==> config.mk <==
export PLATFORM = sky130hd
export DESIGN_NAME = alu_arbiter
export DESIGN_NICKNAME = d
export VERILOG_FILES = /design/src/rtl/alu_arbiter.sv
export SDC_FILE = /design/constraint.sdc
export NUM_CORES = 1
export LEC_CHECK = 0
export ABC_AREA = 0
export BUFFER_PORTS_ARGS = -buffer_cell sky130_fd_sc_hd__buf_2
export CORE_AREA = 2 2 110 112
export DETAILED_ROUTE_END_ITERATION = 16
export DIE_AREA = 0 0 112 114
export GPL_TIMING_DRIVEN = 0
export MAX_ROUTING_LAYER = met4
export PLACE_DENSITY_LB_ADDON = 0.15
export SYNTH_ARGS = -nofsm -noshare
export SYNTH_HDL_FRONTEND = slang
export SYNTH_SLANG_ARGS = --single-unit
==> constraint.sdc <==
create_clock -name i_clk -period 3.84 [get_ports i_clk]
set_clock_uncertainty 0.05 [all_clocks]
set_input_delay 0.384 -clock i_clk [delete_from_list [all_inputs] [get_ports i_clk]]
set_output_delay 0.384 -clock i_clk [all_outputs]
set_load 0.02 [all_outputs]
==> src/rtl/alu_arbiter.sv <==
// alu_arbiter: shares one combinational integer ALU between two requesters.
//   Port 0 is the execute stage, port 1 the auxiliary (CSR/debug address) path.
//   Accepted operations are registered into an issue stage that drives the ALU;
//   the ALU result is captured into a tagged response register one cycle later.
//
// Ports
//   i_clk, i_rst_n            clock, asynchronous active-low reset
//   i_reqN_valid/o_reqN_ready request handshake (N = 0, 1)
//   i_reqN_a/b                operands
//   i_reqN_funct3/funct7_4    ALU op select / sub-or-arith-shift bit
//   i_reqN_imm                immediate form (suppresses subtract)
//   o_alu_a/b/funct3/funct7_4/imm/en   issue stage towards the ALU
//   i_alu_out                 combinational ALU result
//   o_rsp_valid/id/data       response register, i_rsp_ready consumes it

package alu_arbiter_pkg;

  localparam int unsigned XLEN = 32;
  localparam int unsigned F3W  = 3;

  // Operation payload carried from the request ports into the issue stage
  typedef struct packed {
    logic [XLEN-1:0] a;
    logic [XLEN-1:0] b;
    logic [F3W-1:0]  funct3;
    logic            funct7_4;
    logic            imm;
  } alu_op_t;

endpackage

module alu_arbiter
  import alu_arbiter_pkg::*;
#(
  parameter int unsigned ARB_MODE     = 1,  // 0 = fixed priority, 1 = round-robin
  parameter int unsigned STARVE_LIMIT = 8   // fixed mode: forced port-1 grant, 0 = off
) (
  input  logic            i_clk,
  input  logic            i_rst_n,

  input  logic            i_req0_valid,
  output logic            o_req0_ready,
  input  logic [XLEN-1:0] i_req0_a,
  input  logic [XLEN-1:0] i_req0_b,
  input  logic [F3W-1:0]  i_req0_funct3,
  input  logic            i_req0_funct7_4,
  input  logic            i_req0_imm,

  input  logic            i_req1_valid,
  output logic            o_req1_ready,
  input  logic [XLEN-1:0] i_req1_a,
  input  logic [XLEN-1:0] i_req1_b,
  input  logic [F3W-1:0]  i_req1_funct3,
  input  logic            i_req1_funct7_4,
  input  logic            i_req1_imm,

  output logic [XLEN-1:0] o_alu_a,
  output logic [XLEN-1:0] o_alu_b,
  output logic [F3W-1:0]  o_alu_funct3,
  output logic            o_alu_funct7_4,
  output logic            o_alu_imm,
  output logic            o_alu_en,
  input  logic [XLEN-1:0] i_alu_out,

  output logic            o_rsp_valid,
  output logic            o_rsp_id,
  output logic [XLEN-1:0] o_rsp_data,
  input  logic            i_rsp_ready
);

  localparam int unsigned SCW = (STARVE_LIMIT > 0) ? $clog2(STARVE_LIMIT + 1) : 1;
  localparam logic [SCW-1:0] STARVE_MAX = SCW'(STARVE_LIMIT);

  // Issue stage
  logic            iss_valid;
  logic            iss_id;
  alu_op_t         iss_op;

  // Response stage
  logic            rsp_valid_q;
  logic            rsp_id_q;
  logic [XLEN-1:0] rsp_data_q;

  // Arbitration state
  logic            last_grant;
  logic [SCW-1:0]  starve_cnt;

  logic            rsp_adv;
  logic            iss_adv;
  logic            starve_hit;
  logic            starve_sat;
  logic            grant0;
  logic            grant1;
  logic            hs0;
  logic            hs1;
  logic            hs_any;
  alu_op_t         req0_op;
  alu_op_t         req1_op;
  alu_op_t         sel_op;

  assign req0_op = '{a: i_req0_a, b: i_req0_b, funct3: i_req0_funct3,
                     funct7_4: i_req0_funct7_4, imm: i_req0_imm};
  assign req1_op = '{a: i_req1_a, b: i_req1_b, funct3: i_req1_funct3,
                     funct7_4: i_req1_funct7_4, imm: i_req1_imm};

  // Stage advance: a stage may load when it is empty or its content moves on
  assign rsp_adv = !rsp_valid_q || i_rsp_ready;
  assign iss_adv = !iss_valid || rsp_adv;

  // Starvation counter reached its limit (never true when the limit is 0)
  assign starve_sat = (starve_cnt == STARVE_MAX);
  assign starve_hit = (STARVE_LIMIT != 0) && starve_sat;

  // Grant from current request valids; a single requester always wins
  always_comb begin
    grant1 = 1'b0;
    if (i_req0_valid && i_req1_valid) begin
      if (ARB_MODE != 0) grant1 = !last_grant;
      else               grant1 = starve_hit;
    end else begin
      grant1 = i_req1_valid;
    end
    grant0 = i_req0_valid && !grant1;
  end

  // Readies are held low while reset is asserted
  assign o_req0_ready = i_rst_n && iss_adv && grant0;
  assign o_req1_ready = i_rst_n && iss_adv && grant1;

  assign hs0    = i_req0_valid && o_req0_ready;
  assign hs1    = i_req1_valid && o_req1_ready;
  assign hs_any = hs0 || hs1;
  assign sel_op = hs1 ? req1_op : req0_op;

  // Issue register; payload is zeroed when the stage empties so o_alu_* read 0
  always_ff @(posedge i_clk or negedge i_rst_n) begin
    if (!i_rst_n) begin
      iss_valid <= 1'b0;
      iss_id    <= 1'b0;
      iss_op    <= '0;
    end else if (iss_adv) begin
      iss_valid <= hs_any;
      iss_id    <= hs1;
      iss_op    <= hs_any ? sel_op : '0;
    end
  end

  // Response register; holds while valid and not consumed
  always_ff @(posedge i_clk or negedge i_rst_n) begin
    if (!i_rst_n) begin
      rsp_valid_q <= 1'b0;
      rsp_id_q    <= 1'b0;
      rsp_data_q  <= '0;
    end else if (rsp_adv) begin
      rsp_valid_q <= iss_valid;
      rsp_id_q    <= iss_valid ? iss_id : 1'b0;
      rsp_data_q  <= iss_valid ? i_alu_out : '0;
    end
  end

  // Last-grant and port-1 starvation tracking, updated only on handshakes
  always_ff @(posedge i_clk or negedge i_rst_n) begin
    if (!i_rst_n) begin
      last_grant <= 1'b1;
      starve_cnt <= '0;
    end else begin
      if (hs_any) last_grant <= hs1;
      if (hs1) begin
        starve_cnt <= '0;
      end else if (i_req1_valid && hs0 && !starve_sat) begin
        starve_cnt <= starve_cnt + SCW'(1);
      end
    end
  end

  assign o_alu_a        = iss_op.a;
  assign o_alu_b        = iss_op.b;
  assign o_alu_funct3   = iss_op.funct3;
  assign o_alu_funct7_4 = iss_op.funct7_4;
  assign o_alu_imm      = iss_op.imm;
  assign o_alu_en       = iss_valid;

  assign o_rsp_valid    = rsp_valid_q;
  assign o_rsp_id       = rsp_id_q;
  assign o_rsp_data     = rsp_data_q;

endmodule

==> flow_summary.json <==
{
  "fp.dieArea_um2": 12800,
  "wl_per_instance_um": 17.4,
  "final_net_count": 879,
  "regToRegStartpoint": "o_alu_en",
  "run_status": "complete, no violations",
  "cts_sinks": 106,
  "via_count": 4512,
  "syn_area_um2": 4700,
  "reg2regPathDepth": 5,
  "gr-total-overflow": 0,
  "route.detailed.vias_per_inst": 5.28,
  "antenna_violations_before_repair": 0,
  "yosys_register_bits": 106,
  "ff2ff_setup_slack_ns": 2.35,
  "floorplan.initialDensity_pct": 40.1,
  "power.ir.vdd_worst_mv": 0.200,
  "max_slew.worst_pin.slew_ns": 0.511,
  "first_global_vias": 4394,
  "drive_gt1_share_pct": 48.4,
  "detail-route-antenna-nets": 0,
  "cts_htree_levels": 3,
  "powerDensity_nw_per_um2": 454,
  "gate_count_of_the_mapped_netlist": 411,
  "cts_root_cell": "clkbuf_16",
  "clock_path_buffers": 2,
  "worst-path-max-fanout": 72,
  "fp.dieH_um": 114,
  "cts_tree": "built",
  "finalSetupViolations": 0,
  "hold_end": "o_rsp_data[24]",
  "globalRouteTotalUtil_pct": 23.5,
  "cts_inserted_buffers": 9,
  "fin_crit_sh_pct": 77.3,
  "detailed_place_hpwl_um": 11300,
  "finalWirelength_um": 14900,
  "endpoint_kind": "output pin",
  "drv.max_cap_violation_count": 0,
  "postSynthNetCount": 586,
  "finalWorstSetupSlack_ns": 0.871,
  "drtPass1Iterations": 4,
  "placeableCoreArea_um2": 11700,
  "drv_slew": 0,
  "grt_start_max_net_pins": 73,
  "worstSetupPathType": "primary input to output pin",
  "synth_cell_type_count": 20,
  "design_power_total_mw": 3.01,
  "total_number_of_placement_rows": 40,
  "slew-limit-headroom_pct": 66.0,
  "mostFrequentLayoutCell": "buf_2",
  "place.port_buffers": 280,
  "timing.hold.worst_path_depth": 3,
  "chipWidth_um": 112,
  "grt_setup_unrepaired": "no",
  "timing.fmax_ghz": 0.337,
  "worst_setup_path_start_kind": "primary input",
  "hold_start": "i_alu_out[24]",
  "fin_crit_ns": 2.97,
  "timing.critical_path.required_ns": 3.41,
  "synth_sequential_area_ratio_pct": 56.5,
  "clock_latency_ns": 0.33,
  "layout_overhead_on_the_synthesized_area_pct": 41.0,
  "worstReg2RegEnd": "iss_id",
  "clock_pin_transition_on_the_worst_setup_and_hold_timing_paths_ns": 0.06,
  "drc_errors": 0,
  "setup_tns_ns": 0,
  "floorplan.io_pins": 281,
  "pre_cts_ws_ns": 1.34,
  "grt_first_pass_wirelength_um": 23000,
  "total_leakage_power_nw": 3.48,
  "synthesis.yosys.warnings": 0,
  "antenna_cells": 0,
  "fin_worst_hold_slack_ns": 0.223,
  "most-common-layout-cells": "buf_2, dfrtp_1, nand2_1, o2bb2ai_1, a32oi_1",
  "critPathArrivalTime_ns": 2.54,
  "post_synth.cell_area_avg_um2": 11.4,
  "fin_hold_viols": 0,
  "gp_congestion": 0.865,
  "hold_path.class": "primary input to flip-flop",
  "first_iter_violations": 249
}
cell usage after synthesis:
library cell / number / area (µm²)
a21boi_2: 1 / 11.3
nand3_1: 34 / 170
clkbuf_1: 2 / 7.51
o21ai_0: 1 / 5.00
nor2b_1: 1 / 6.26
buf_1: 2 / 7.51
nand2_2: 1 / 6.26
nand2_1: 71 / 267
o2bb2ai_1: 71 / 622
nand3b_1: 1 / 7.51
a32oi_1: 69 / 604
nor2_1: 2 / 7.51
buf_2: 33 / 165
nor2_4: 1 / 11.3
dfstp_2: 1 / 26.3
dfrtp_1: 105 / 2630
buf_6: 11 / 124
inv_2: 1 / 3.75
nand2b_1: 2 / 12.5
buf_4: 1 / 7.51
worst max-delay path, cell delays in order:
cell and delay (ns):
dlygate4sd3_1 0.52, buf_4 0.43, buf_16 0.36, nand2_2 0.25
buf_2 0.25, nor2_1 0.11, buf_2 0.17
state kept, by name, indices dropped and copies added (netlist names), 3 cells and up:
name and count:
o_rsp_data 32, o_alu_b 32, o_alu_a 32, o_alu_funct3 3
logic make-up (layout without fill, tap and decap cells):
kind of cell	count (synthesis)	count (layout)	synth area share, %
compound gates	142	142	26.4
buf+inv	50	347	6.71
flops	106	106	56.5
simple gates	113	113	10.4
where the power goes:
group          internal [mW]  total (mW)  switching [mW]
logic                  0.291       0.769           0.478
clock network          0.568       0.940           0.372
registers               1.23        1.30          0.0638
layer usage:
metal	vias to the layer above	part of all wire, %	GRT usage (%)
met4	0	1.5	6.42
met1	2142	44	30.4
li1	2174	-	-
met2	180	49	37.8
met3	16	5.5	5.05
met5	-	0	-
area by class of cell:
| cell class | instances | area [µm²] |
|---|---|---|
| multi-input cells | 255 | 1730 |
| fillers | 1067 | 5080 |
| clock buffers | 12 | 236 |
| inverters | 1 | 3.75 |
| clock inverters | 3 | 65.1 |
| flip-flops and latches | 106 | 2650 |
| plain buffers | 49 | 312 |
| well taps | 147 | 184 |
| repair buffers | 282 | 1440 |
through the flow:
| step | util (%) | cells | cell area [µm²] |
|---|---|---|---|
| finish | 56.6 | 855 | 6630 |
| global route | 56.6 | 855 | 6630 |
| CTS | 56.6 | 855 | 6630 |
| detailed placement | 53.9 | 839 | 6310 |
| global placement | 53.7 | 838 | 6280 |
| floorplan | - | 411 | 4700 |
worst max-delay path by stage:
stage / end / slack [ns] / startpoint / depth (start not counted)
after global routing: o_req1_ready / 0.60 / i_rst_n / 7
after floorplan: o_req0_ready / 2.06 / o_alu_en / 5
after global placement: o_req1_ready / -0.06 / i_rst_n / 5
final: o_req1_ready / 0.87 / i_rst_n / 7
after detailed placement: o_req1_ready / 1.34 / i_rst_n / 6
after CTS: o_req1_ready / 0.79 / i_rst_n / 7
timing repair:
item	in CTS	in global routing
setup buffers	0	0
gates resized for setup	0	0
hold buffers	1	0
endpoints found under the hold margin	37	0
No activity file was read; power rests on OpenSTA's default activity.
